`src/rtl/mult_booth_32_if.sv`:
```
// Handshake and data bundle between the execute stage and the Booth multiplier.
// The master side starts multiplies; the slave side is the multiplier itself.
interface mult_booth_32_if;
  logic        ctrl_MULT;
  logic [31:0] data_operandA;
  logic [31:0] data_operandB;
  logic [31:0] data_result;
  logic        data_exception;
  logic        data_resultRDY;
  logic        busy;

  modport master (
    output ctrl_MULT, data_operandA, data_operandB,
    input  data_result, data_exception, data_resultRDY, busy
  );

  modport slave (
    input  ctrl_MULT, data_operandA, data_operandB,
    output data_result, data_exception, data_resultRDY, busy
  );
endinterface

```
`src/rtl/mult_booth_32.sv`:
```
// Multicycle signed 32x32 radix-2 Booth multiplier (one step per clock) with
// its shared ripple-carry adder_32; returns the low word plus a signed-overflow flag.
module adder_32 (
  input  logic [31:0] i_a,
  input  logic [31:0] i_b,
  input  logic        i_cin,
  output logic [31:0] o_sum,
  output logic        o_ovf
);
  logic [32:0] w_c;

  always_comb begin
    w_c    = '0;
    o_sum  = '0;
    w_c[0] = i_cin;
    for (int unsigned i = 0; i < 32; i++) begin
      o_sum[i]  = i_a[i] ^ i_b[i] ^ w_c[i];
      w_c[i+1]  = (i_a[i] & i_b[i]) | (w_c[i] & (i_a[i] ^ i_b[i]));
    end
  end

  // Signed overflow: carry into the MSB differs from carry out of it.
  assign o_ovf = w_c[32] ^ w_c[31];
endmodule

module mult_booth_32 (
  input  logic                   clock,
  input  logic                   reset,
  mult_booth_32_if.slave         bus
);
  typedef enum logic [1:0] {
    IDLE = 2'd0,
    RUN  = 2'd1,
    DONE = 2'd2
  } state_t;

  state_t      r_state;
  state_t      w_state_next;
  logic [5:0]  r_count;
  logic [31:0] r_m;
  logic [31:0] r_acc;
  logic [31:0] r_q;
  logic        r_qm1;
  logic [31:0] r_result;
  logic        r_exception;

  logic [1:0]  w_sel;
  logic        w_add_en;
  logic        w_sub;
  logic [31:0] w_adder_b;
  logic [31:0] w_sum;
  logic        w_ovf;
  logic [31:0] w_s;
  logic        w_o;
  logic        w_sgn;
  logic [31:0] w_acc_new;
  logic [31:0] w_q_new;
  logic        w_start;
  logic        w_last;

  assign w_start = bus.ctrl_MULT;
  assign w_last  = (r_count == 6'd31);

  // Booth recoding of the current multiplier bit pair.
  assign w_sel     = {r_q[0], r_qm1};
  assign w_sub     = (w_sel == 2'b10);
  assign w_add_en  = w_sel[1] ^ w_sel[0];
  assign w_adder_b = w_sub ? ~r_m : r_m;

  adder_32 u_adder (
    .i_a   (r_acc),
    .i_b   (w_adder_b),
    .i_cin (w_sub),
    .o_sum (w_sum),
    .o_ovf (w_ovf)
  );

  // Sign of the true 33-bit sum keeps the shift correct when M = 0x80000000.
  assign w_s       = w_add_en ? w_sum : r_acc;
  assign w_o       = w_add_en & w_ovf;
  assign w_sgn     = w_s[31] ^ w_o;
  assign w_acc_new = {w_sgn, w_s[31:1]};
  assign w_q_new   = {w_s[0], r_q[31:1]};

  always_ff @(posedge clock) begin
    if (reset) begin
      r_state <= IDLE;
    end else begin
      r_state <= w_state_next;
    end
  end

  always_comb begin
    w_state_next = r_state;
    if (w_start) begin
      w_state_next = RUN;
    end else begin
      case (r_state)
        IDLE:    w_state_next = IDLE;
        RUN:     w_state_next = w_last ? DONE : RUN;
        DONE:    w_state_next = IDLE;
        default: w_state_next = IDLE;
      endcase
    end
  end

  always_ff @(posedge clock) begin
    if (reset) begin
      r_count     <= '0;
      r_m         <= '0;
      r_acc       <= '0;
      r_q         <= '0;
      r_qm1       <= 1'b0;
      r_result    <= '0;
      r_exception <= 1'b0;
    end else if (w_start) begin
      r_count <= '0;
      r_m     <= bus.data_operandA;
      r_acc   <= '0;
      r_q     <= bus.data_operandB;
      r_qm1   <= 1'b0;
    end else if (r_state == RUN) begin
      r_acc   <= w_acc_new;
      r_q     <= w_q_new;
      r_qm1   <= r_q[0];
      r_count <= r_count + 6'd1;
      if (w_last) begin
        r_result    <= w_q_new;
        r_exception <= (w_acc_new != {32{w_q_new[31]}});
      end
    end
  end

  assign bus.data_result    = r_result;
  assign bus.data_exception = r_exception;
  assign bus.data_resultRDY = (r_state == DONE);
  assign bus.busy           = (r_state == RUN);
endmodule

```
`src/flat_wrapper.sv`:
```
// flat-port wrapper written by rule: the top's interface ports become plain ports
module mult_booth_32_flat 
  (clock, reset, bus_ctrl_MULT, bus_data_operandA, bus_data_operandB, bus_data_result, bus_data_exception, bus_data_resultRDY, bus_busy);
  mult_booth_32_if bus_i ();
  input  logic clock;
  input  logic reset;
  input wire logic [$bits(bus_i.ctrl_MULT)-1:0] bus_ctrl_MULT;
  input wire logic [$bits(bus_i.data_operandA)-1:0] bus_data_operandA;
  input wire logic [$bits(bus_i.data_operandB)-1:0] bus_data_operandB;
  output wire logic [$bits(bus_i.data_result)-1:0] bus_data_result;
  output wire logic [$bits(bus_i.data_exception)-1:0] bus_data_exception;
  output wire logic [$bits(bus_i.data_resultRDY)-1:0] bus_data_resultRDY;
  output wire logic [$bits(bus_i.busy)-1:0] bus_busy;
  assign bus_i.ctrl_MULT = bus_ctrl_MULT;
  assign bus_i.data_operandA = bus_data_operandA;
  assign bus_i.data_operandB = bus_data_operandB;
  assign bus_data_result = bus_i.data_result;
  assign bus_data_exception = bus_i.data_exception;
  assign bus_data_resultRDY = bus_i.data_resultRDY;
  assign bus_busy = bus_i.busy;
  mult_booth_32 u_core (.clock(clock), .reset(reset), .bus(bus_i));
endmodule
```
`config.mk`:
```
export PLATFORM = sky130hd
export DESIGN_NAME = mult_booth_32_flat
export DESIGN_NICKNAME = d
export VERILOG_FILES = /design/src/rtl/mult_booth_32_if.sv /design/src/rtl/mult_booth_32.sv /design/src/flat_wrapper.sv
export SDC_FILE = /design/constraint.sdc
export NUM_CORES = 1
export LEC_CHECK = 0
export CORE_ASPECT_RATIO = 0.8
export CORE_MARGIN = 4
export CORE_UTILIZATION = 33
export CTS_BUF_LIST = sky130_fd_sc_hd__clkbuf_4 sky130_fd_sc_hd__clkbuf_8
export DETAILED_ROUTE_END_ITERATION = 16
export PLACE_DENSITY = 0.63
export SLEW_MARGIN = 15
export SYNTH_ARGS = -nofsm -noshare
export SYNTH_HDL_FRONTEND = slang
export SYNTH_SLANG_ARGS = --single-unit
export TNS_END_PERCENT = 50
```
`constraint.sdc`:
```
create_clock -name clock -period 26.4 [get_ports clock]
set_input_delay 2.64 -clock clock [delete_from_list [all_inputs] [get_ports clock]]
set_output_delay 2.64 -clock clock [all_outputs]
set_load 0.02 [all_outputs]
```
---- Word-level counts from Yosys, hierarchy flattened ----
Cells that the tools add are included.
storage, ports and cells
  register bits ........................... 138
  input bits .............................. 67
  output and inout port bits .............. 35
  word-level logic and storage cells ...... 193
operators by class
  $add $sub $neg .......................... 1
  equal/unequal tests ..................... 5
  muxes and demuxes ....................... 7
  bitwise gates (word level) .............. 167
  reductions and logical operators ........ 4
operator list
  operator                                        count
  two-way mux 32 bit                              4
  bitwise XOR 1 bit                               67
  bitwise AND 1 bit                               65
  != test 32 bit                                  1
  inverter 32 bit                                 1
  bitwise OR 1 bit                                32
  adder 6 x 1 -> 6 bit (second input constant)    1
  == test 6 x 5 -> 1 bit (second input constant)  1
  == test 2 bit (second input constant)           2
  AND reduction 3 bit                             1
  OR reduction 3 bit                              1
  == test 2 x 1 -> 1 bit (second input constant)  1
  two-way mux 1 bit                               2
  two-way mux 2 bit                               1
  inverter 1 bit                                  2
  nonzero test 2 bit                              1
  OR reduction 2 bit                              1

---- Longest topological paths before layout ----
Gate-level depths: netlist (run 1).
  depth after elaboration ................. 71
  gate-level depth with buffers ........... 43
  mapped depth without buffers ............ 41

---- By module ----
Synthesis (run 1) repeated with hierarchy kept, for this count alone.
unflattened totals
  cell total of the unflattened synthesis .. 768
  area, all modules ....................... 6749.0 µm²
modules (own cells, without submodules)
  module         times used  cells an instance  area each (µm²)  sequential area each (µm²)
  mult_booth_32  1           730                6080.8           2762.6
  adder_32       1           38                 668.1            0.0

---- Least setup slack after synthesis (run 1) ----
No wires, ideal clock.
  kind .................................... register to register
  start ................................... register u_core.r_qm1
  end ..................................... register u_core.r_exception (netlist: u_core.bus.data_exception)
  setup time .............................. 0.136 ns
  data arrival time ....................... 14.584 ns
  data required time ...................... 26.264 ns
  slack ................................... 11.680 ns
  cell stages (with the launch flop) ...... 44
  buffers on the path ..................... 2
  period minus slack after synthesis ...... 14.720 ns
  cell sequence ........................... dfxtp_1 inv_1 ha_1 clkbuf_1 buf_2 xor2_1 fa_1 fa_1 fa_1 fa_1 fa_1 fa_1 fa_1 fa_1 fa_1 fa_1 fa_1 fa_1 (+8 left out) fa_1 fa_1 fa_1 fa_1 fa_1 fa_1 fa_1 fa_1 inv_1 fa_1 inv_1 fa_1 fa_1 nand2_1 o21ai_0 nand3_1 a21oi_1 a311oi_2
between the ends
  word-level cells in the longest chain between the ends .. 71
  elaborated cells on any way between the ends .. 168
  classes of those cells .................. eq/ne: 2; mux: 2; bitwise: 164
ends and longest elaborated chain
  item                      line                                      source
  start: declaration        mult_booth_32.sv:43                       logic r_qm1;
  start signal: assignment  mult_booth_32.sv:125                      r_qm1 <= r_q[0];
  == test 2 bit             mult_booth_32.sv:66                       assign w_sub = (w_sel == 2'b10);
  two-way mux 32 bit        mult_booth_32.sv:68                       assign w_adder_b = w_sub ? ~r_m : r_m;
  bitwise XOR 1 bit         mult_booth_32.sv:17, mult_booth_32.sv:18
  bitwise AND 1 bit         mult_booth_32.sv:18                       w_c[i+1] = (i_a[i] & i_b[i]) | (w_c[i] & (i_a[i] ^ i_b[i]));
  bitwise OR 1 bit          mult_booth_32.sv:18
  bitwise AND 1 bit         mult_booth_32.sv:18
  bitwise OR 1 bit          mult_booth_32.sv:18
  bitwise AND 1 bit         mult_booth_32.sv:18
  (+55 left out)            n/a
  bitwise AND 1 bit         mult_booth_32.sv:18
  bitwise OR 1 bit          mult_booth_32.sv:18
  bitwise AND 1 bit         mult_booth_32.sv:18
  bitwise OR 1 bit          mult_booth_32.sv:18
  bitwise XOR 1 bit         mult_booth_32.sv:23                       assign o_ovf = w_c[32] ^ w_c[31];
  bitwise AND 1 bit         mult_booth_32.sv:80                       assign w_o = w_add_en & w_ovf;
  bitwise XOR 1 bit         mult_booth_32.sv:81                       assign w_sgn = w_s[31] ^ w_o;
  != test 32 bit *          mult_booth_32.sv:129                      r_exception <= (w_acc_new != {32{w_q_new[31]}});
  end signal: assignment    mult_booth_32.sv:129
  end: declaration          mult_booth_32.sv:45                       logic r_exception;
Every way passes the cells marked *; elsewhere a longest branch is shown, timed or not.
A chain may end at the register's enable or synchronous reset.

---- Worst setup path in the final report (run 1) ----
  start ................................... register u_core.r_q[0]
  end ..................................... register u_core.r_exception (netlist: u_core.bus.data_exception)
between the ends
  word-level cells in the longest chain between the ends .. 71
  elaborated cells on any way between the ends .. 168
  classes of those cells .................. eq/ne: 2; mux: 2; bitwise: 164
ends and longest elaborated chain
  item                      line                                      source
  start: declaration        mult_booth_32.sv:42                       logic [31:0] r_q;
  start signal: assignment  mult_booth_32.sv:120                      r_q <= bus.data_operandB;
  start signal: assignment  mult_booth_32.sv:124                      r_q <= w_q_new;
  == test 2 bit             mult_booth_32.sv:66
  two-way mux 32 bit        mult_booth_32.sv:68
  bitwise XOR 1 bit         mult_booth_32.sv:17, mult_booth_32.sv:18
  bitwise AND 1 bit         mult_booth_32.sv:18
  bitwise OR 1 bit          mult_booth_32.sv:18
  bitwise AND 1 bit         mult_booth_32.sv:18
  bitwise OR 1 bit          mult_booth_32.sv:18
  bitwise AND 1 bit         mult_booth_32.sv:18
  (+55 left out)            n/a
  bitwise AND 1 bit         mult_booth_32.sv:18
  bitwise OR 1 bit          mult_booth_32.sv:18
  bitwise AND 1 bit         mult_booth_32.sv:18
  bitwise OR 1 bit          mult_booth_32.sv:18
  bitwise XOR 1 bit         mult_booth_32.sv:23
  bitwise AND 1 bit         mult_booth_32.sv:80
  bitwise XOR 1 bit         mult_booth_32.sv:81
  != test 32 bit *          mult_booth_32.sv:129
Marked as above.

==> run summary, run 1 <==
## STA
* **worst clock skew** 0.01753 ns
* **final cycle utilization of the critical path** 58.92%
* **final hold violation count** 0
* **transition time at the pin with the least slew margin** 0.9480 ns
* **worst hold margin** 0.4578 ns
* **Setup-failing EPs final** 0
* **Final Critical Period** 15.56 ns
* **total negative setup slack** 0 ns
* **unrepaired setup endpoints after global routing** no
* **Max Freq** 0.06428 GHz
* **Max-slew headroom** 36.80%
* **number of pins exceeding their max-slew limit in the final report** 0

## Routing
* **detail-routed via count per cell** 4.867
* **length of routed met2 wiring** 7.098 mm
* **final routed DRC violation total** 0
* **Wirelength per Cell** 14.42 microns
* **wire length on met1** 8.304 mm
* **total met3 wirelength after detailed routing** 699 microns
* **first-pass detailed-route iteration total** 5
* **number of DRC markers after the initial detailed-route iteration** 288
* **remaining antenna violation count after routing** 0
* **final WL** 16.26 mm
* **via count** 5485
* **top layer used by detailed routing** met4

## Clocking
* **clock latency of the later-clocked register in the worst-skew pair** 0.44 ns
* **Clock Tree Root** clkbuf_8
* **H-tree levels** 4
* **maximum number of buffers from clock root to sink** 2
* **number of buffers created by CTS** 17
* **number of buffers inserted for hold repair after clock tree synthesis** 0
* **CTS tree** built
* **number of sinks handled by clock tree synthesis** 138
* **cells resized by post-CTS repair** 0
* **Post-CTS Setup Bufs** 0
* **clock-pin transition on the worst setup and hold timing paths** 0.08 ns

## Logic synthesis
* **most instantiated flip-flop cell in the synthesis netlist** dfxtp_1
* **nets in the synthesized netlist** 882
* **most area-hungry cell type in the Yosys netlist** dfxtp_1
* **cell area after technology mapping** 0.006812 sq mm
* **part of the Yosys area used for sequential elements** 40.56%
* **most numerous cell types in the synthesized netlist** dfxtp_1, nand2_1, a21oi_1
* **async set-or-reset flop fraction in the synthesized netlist** 0%
* **Synth Register Bits** 138
* **top cell type's share of synthesized area** 40.56%
* **cell types with the largest area share after synthesis** dfxtp_1, mux2i_1, fa_1, a21oi_1, nand2_1
* **most repeated cell in the gate-level netlist after synthesis** dfxtp_1
* **Post-Synthesis Mean Instance Area** 8.710 sq um
* **Warnings, synthesis** 0
* **synth unique cells** 36
* **cells after synthesis** 782
* **number of synthesized flops with an enable pin** 0

## Worst setup path
* **worst setup path endpoint** u_core.bus.data_exception
* **cell with the most instances on the worst path** fa_1
* **endpoint of the worst-slack reg-to-reg timing path** u_core.bus.data_exception
* **CP Data Required Time** 26.69 ns
* **biggest cell delay along the critical path** 0.81 ns
* **length in cells of the worst reg-to-reg path** 40
* **R2R Setup Slk** 10.84 ns
* **maximum fanout count along the critical path** 32
* **CP Capture Type** flip-flop
* **critical path arrival** 15.85 ns
* **Critical Path Slowest Stage Cell** ha_2
* **type of element launching the critical path** flip-flop
* **type of the worst setup path** flip-flop to flip-flop
* **timing startpoint of the critical path** u_core.r_q[0]
* **worst r2r src** u_core.r_q[0]

## Place
* **total placed cells including tap cells** 1095
* **count of buffers from port buffering** 101
* **final weighted congestion in routability-driven placement** 0.7846
* **HPWL after DPL** 10.75 mm

## Global routing
* **grt ovf** 0
* **GRT Util Overall** 14.33%
* **pin count of the biggest net entering global routing** 91
* **wire length of the first global-routing pass** 26.85 mm
* **number of antenna violations at the first check in global routing** 0
* **via count of the first global-routing pass** 5287

## Flow run
* **Maximum Capacitance Violations** 0

## Status
* **run status** completed

## Power and ir drop
* **part of the power in combinational logic** 14.2%
* **Switching Power** 0.0001272 W
* **Reg power frac** 44.8%
* **PwrDens** 59.37 mW/mm^2
* **Pleak** 3.333 nW
* **Max rail drop VDD** 0.03383 mV
* **clock network fraction of total power** 41.1%
* **net switching fraction of the power** 25.54%
* **Pint** 0.0003709 W

## Floorplan
* **Core ar.** 0.02003 sq mm
* **die area** 0.02302 sq mm
* **Vert. Die Dim** 136.5 microns
* **starting utilization of the core area** 34.01%
* **number of cell rows** 46
* **number of ports placed on the die boundary** 102
* **horizontal extent of the die** 168.6 microns

## Worst hold path
* **worst hold-check path type** flip-flop to flip-flop

## Finish
* **Area Growth Syn to Fin** 23.18%
* **final non-filler cell total** 1127
* **share of cells above drive strength 1** 5.562%
* **multi-input combinational cell area** 0.003749 sq mm
* **Register Area** 0.002763 sq mm
* **number of inserted diodes** 0
* **layout filler cell count** 2029
* **Net count, final** 950

-- layer usage --
metal	GRT usage (%)	vias up
met5	0	-
met4	3.785	0
met3	3.610	7
met2	21.07	94
met1	21.00	2584
li1	-	2800
-- layout make-up --
type | instances | area share (%)
well taps | 264 | 3.937
flip-flops and latches | 138 | 32.93
inverters | 5 | 0.2237
clock buffers | 21 | 3.445
repair buffers | 107 | 12.53
multi-input cells | 581 | 44.68
clock inverters | 11 | 2.267
-- logic make-up (layout without fill, tap and decap cells) --
| group | count (synthesis) | count (layout) | synth area share [%] |
|---|---|---|---|
| adder cells (fa/ha/maj) | 33 | 33 | 9.478 |
| XOR/XNOR | 38 | 38 | 4.886 |
| flip-flops | 138 | 138 | 40.56 |
| AO/OA/AOI/OAI | 152 | 152 | 12.51 |
| AND/OR/NAND/NOR | 292 | 292 | 18.35 |
| multiplexers | 66 | 66 | 9.735 |
| buffers and inverters | 63 | 144 | 4.482 |
-- power groups by stage --
| stage | combinational (W) | sequential, W | clock, W |
|---|---|---|---|
| after floorplan | 0.0000505 | 0.000226 | 0 |
| after global placement | 0.0000701 | 0.000228 | 0 |
| after detailed placement | 0.0000710 | 0.000228 | 0 |
| after CTS | 0.0000715 | 0.000223 | 0.000211 |
| after global routing | 0.0000795 | 0.000224 | 0.000220 |
| final | 0.0000707 | 0.000223 | 0.000205 |
-- worst min path at each step --
stage | from | to | slack, ns | cells past startpoint
4_1_cts | u_core.bus.data_result[22] | u_core.bus.data_result[22] | 0.46 | 2
3_3_place_gp | u_core.r_qm1 | u_core.r_qm1 | 0.45 | 2
5_1_grt | u_core.bus.data_result[6] | u_core.bus.data_result[6] | 0.48 | 2
6_report | u_core.bus.data_result[22] | u_core.bus.data_result[22] | 0.46 | 2
3_5_place_dp | u_core.bus.data_result[22] | u_core.bus.data_result[22] | 0.45 | 2
2_1_floorplan | u_core.r_qm1 | u_core.r_qm1 | 0.44 | 2
-- state kept, by name, summed over array words and instances, names as in the netlist --
register,cells
u_core.r_qm1,1
u_core.r_acc,32
u_core.r_q,32
u_core.bus.data_result,32
u_core.bus.data_exception,1
u_core.r_m,32
u_core.r_state,2
u_core.r_count,6
-- worst max-delay path, delay by kind of cell, from the launching register on --
family                   cells  cell delay, ns
flip-flops                   1            0.37
AND/OR/NAND/NOR              2            0.17
XOR/XNOR                     1            0.21
adder cells (fa/ha/maj)     32           14.04
AO/OA/AOI/OAI                3            0.48
buffers and inverters        2            0.13
-- metrics by stage --
stage / utilization [%] / setup WS (ns) / instance area (sq um) / total power, W
floorplan: - / 11.68 / 6812 / 0.0002764
global placement: 39.50 / 10.99 / 7911 / 0.0002978
detailed placement: 39.50 / 10.69 / 7911 / 0.0002988
CTS: 41.89 / 10.67 / 8391 / 0.0005055
global route: 41.89 / 9.986 / 8391 / 0.0005240
finish: 41.89 / 10.84 / 8391 / 0.0004981
-- layout by cell type (no fill, tap or decap), types with 3 or more instances in the layout --
cell,n
xnor2_1,4
mux2i_1,64
xor2_1,34
nor4_1,13
nor2_1,105
clkinv_2,3
clkbuf_8,21
a21oi_1,106
clkdlybuf4s50_1,99
nand2b_1,4
nand4_1,17
nand2_1,135
bufinv_16,5
buf_4,8
inv_1,4
dfxtp_1,138
nor4b_1,3
fa_1,31
nand3_1,3
nor3_1,3
a211oi_1,28
o21ai_0,11
(Power assumes the default switching activity.)
==> run 2: changes to the inputs <==
- clock period: 26.4 -> 16.09 ns (I/O delays scaled with it)
==> run summary, run 2 (synthesis gave the netlist of run 1 again) <==
## STA
* **worst clock skew** 0.009921 ns, -0.007611 ns
* **final hold violation count** 0, unchanged
* **Max Freq** 0.06581 GHz, +2.4%
* **total negative setup slack** 0 ns, unchanged
* **Final Critical Period** 15.19 ns, -0.3616 ns
* **final cycle utilization of the critical path** 94.43%, +36 points
* **transition time at the pin with the least slew margin** 0.9277 ns, -0.02031 ns
* **Max-slew headroom** 38.16%, +1.4 points
* **unrepaired setup endpoints after global routing** no
* **Setup-failing EPs final** 0, unchanged
* **number of pins exceeding their max-slew limit in the final report** 0, unchanged

## Floorplan
* **starting utilization of the core area** 34.01%, unchanged
* **Core ar.** 0.02003 sq mm, unchanged
* **die area** 0.02302 sq mm, unchanged
* **horizontal extent of the die** 168.6 microns, unchanged
* **number of cell rows** 46, unchanged
* **number of ports placed on the die boundary** 102, unchanged
* **Vert. Die Dim** 136.5 microns, unchanged

## Clocking
* **number of sinks handled by clock tree synthesis** 138, unchanged
* **maximum number of buffers from clock root to sink** 2, unchanged
* **CTS tree** built
* **clock latency of the later-clocked register in the worst-skew pair** 0.44 ns, about the same
* **clock-pin transition on the worst setup and hold timing paths** 0.08 ns, about the same
* **cells resized by post-CTS repair** 0, unchanged
* **Clock Tree Root** clkbuf_8
* **H-tree levels** 4, unchanged
* **Post-CTS Setup Bufs** 0, unchanged
* **number of buffers created by CTS** 17, unchanged
* **number of buffers inserted for hold repair after clock tree synthesis** 0, unchanged

## Place
* **final weighted congestion in routability-driven placement** 0.7970, +1.6%
* **total placed cells including tap cells** 1096, +0.091%
* **count of buffers from port buffering** 101, unchanged
* **HPWL after DPL** 10.75 mm, about the same
* **post-place instance area** 0.007919 sq mm, about the same

## Worst setup path
* **cell family contributing the most delay on the critical path** adder cells
* **critical path arrival** 15.49 ns, -0.36 ns
* **maximum fanout count along the critical path** 22, -31%
* **worst path buffer plus inverter count** 2, unchanged
* **type of the worst setup path** flip-flop to flip-flop
* **biggest cell delay along the critical path** 0.64 ns, -0.17 ns
* **cell with the most instances on the worst path** fa_1
* **Critical Path Slowest Stage Cell** ha_2
* **CP Data Required Time** 16.39 ns, -10.30 ns
* **type of element launching the critical path** flip-flop
* **CP Capture Type** flip-flop

## Power and ir drop
* **Pint** 0.0006305 W, +70%
* **part of the power in combinational logic** 13.8%, -0.4 points
* **Pleak** 3.344 nW, +0.34%
* **Switching Power** 0.0002112 W, +66%
* **Max rail drop VDD** 0.04949 mV, +46%
* **net switching fraction of the power** 25.09%, -0.45 points
* **PwrDens** 99.92 mW/mm^2, +68%
* **clock network fraction of total power** 42.8%, +1.7 points
* **Reg power frac** 43.5%, -1.3 points

## Routing
* **detail-routed via count per cell** 4.858, -0.18%
* **via count** 5475, -0.18%
* **Wirelength per Cell** 14.43 microns, about the same
* **final WL** 16.27 mm, about the same
* **number of DRC markers after the initial detailed-route iteration** 376, +31%
* **remaining antenna violation count after routing** 0, unchanged
* **final routed DRC violation total** 0, unchanged
* **first-pass detailed-route iteration total** 5, unchanged

## Finish
* **layout filler cell count** 2004, -1.2%
* **share of cells above drive strength 1** 5.562%, unchanged
* **Net count, final** 951, +0.11%
* **most common library cell in the layout ignoring fill and taps** dfxtp_1
* **top library cells by usage in the layout, fill and taps aside** dfxtp_1, nand2_1, a21oi_1, nor2_1, clkdlybuf4s50_1
* **Area Growth Syn to Fin** 23.68%
* **number of inserted diodes** 0, unchanged
* **post-route cell area** 0.008424 sq mm, +0.40%
* **final non-filler cell total** 1127, unchanged
* **core utilization of the finished layout** 42.06%, +0.17 points

## Flow run
* **Maximum Capacitance Violations** 0, unchanged

## Global routing
* **pin count of the biggest net entering global routing** 91, unchanged
* **GRT Util Overall** 14.57%, +0.23 points
* **number of antenna violations at the first check in global routing** 0, unchanged
* **grt ovf** 0, unchanged
* **via count of the first global-routing pass** 5372, +1.6%
* **wire length of the first global-routing pass** 27.40 mm, +2.0%

## Status
* **run status** completed

## Worst hold path
* **worst hold-check path type** flip-flop to flip-flop

-- run 2: power by group through the flow --
stage | combinational (W) | clock (W) | sequential (W)
finish | 0.000116 | 0.000360 | 0.000366
global route | 0.000131 | 0.000386 | 0.000368
CTS | 0.000117 | 0.000370 | 0.000366
detailed placement | 0.000116 | 0 | 0.000374
global placement | 0.000116 | 0 | 0.000374
floorplan | 0.0000829 | 0 | 0.000371
-- run 2: final timing paths --
check / startpoint / endpoint / slack [ns] / cells past startpoint
setup / recovery: u_core.r_q[0] / u_core.bus.data_exception / 0.90 / 40
hold / removal: u_core.bus.data_result[22] / u_core.bus.data_result[22] / 0.45 / 2
setup reg to reg: u_core.r_q[0] / u_core.bus.data_exception / 0.90 / 40
hold reg to reg: u_core.bus.data_result[22] / u_core.bus.data_result[22] / 0.45 / 2
-- run 2: metal layers --
metal / vias up / part of all wire, % / GRT usage (%)
li1: 2789 / - / -
met1: 2572 / 52 / 21.46
met2: 104 / 43 / 21.50
met3: 10 / 4.2 / 3.754
met4: 0 / 0.77 / 3.245
met5: - / 0 / 0
-- run 2: metrics by stage --
| stage | total power, W | hold slack, ns | setup slack [ns] |
|---|---|---|---|
| final | 0.0008418 | 0.4550 | 0.8956 |
| after global routing | 0.0008849 | 0.4779 | 0.01309 |
| after CTS | 0.0008533 | 0.4581 | 0.7405 |
| after detailed placement | 0.0004901 | 0.4472 | 0.7359 |
| after global placement | 0.0004891 | 0.4453 | 0.9230 |
| after floorplan | 0.0004535 | 0.4363 | 1.370 |
-- run 2: worst register-to-register path, delay by kind of cell (launching register included) --
kind                     cells  cell delay (ns)
AND/OR/NAND/NOR              2             0.15
XOR/XNOR                     1             0.19
buffers and inverters        2             0.13
AO/OA/AOI/OAI                3             0.48
adder cells (fa/ha/maj)     32            13.75
flip-flops                   1             0.35
-- run 2: cell type report --
type | instances | area (sq um) | area share [%]
Tap cell | 264 | 330.3 | 3.921
Timing Repair Buffer | 108 | 1059 | 12.57
Sequential cell | 138 | 2763 | 32.79
Clock buffer | 19 | 261.5 | 3.104
Clock inverter | 12 | 244.0 | 2.896
Inverter | 5 | 18.77 | 0.2228
Multi-Input combinational cell | 581 | 3749 | 44.50
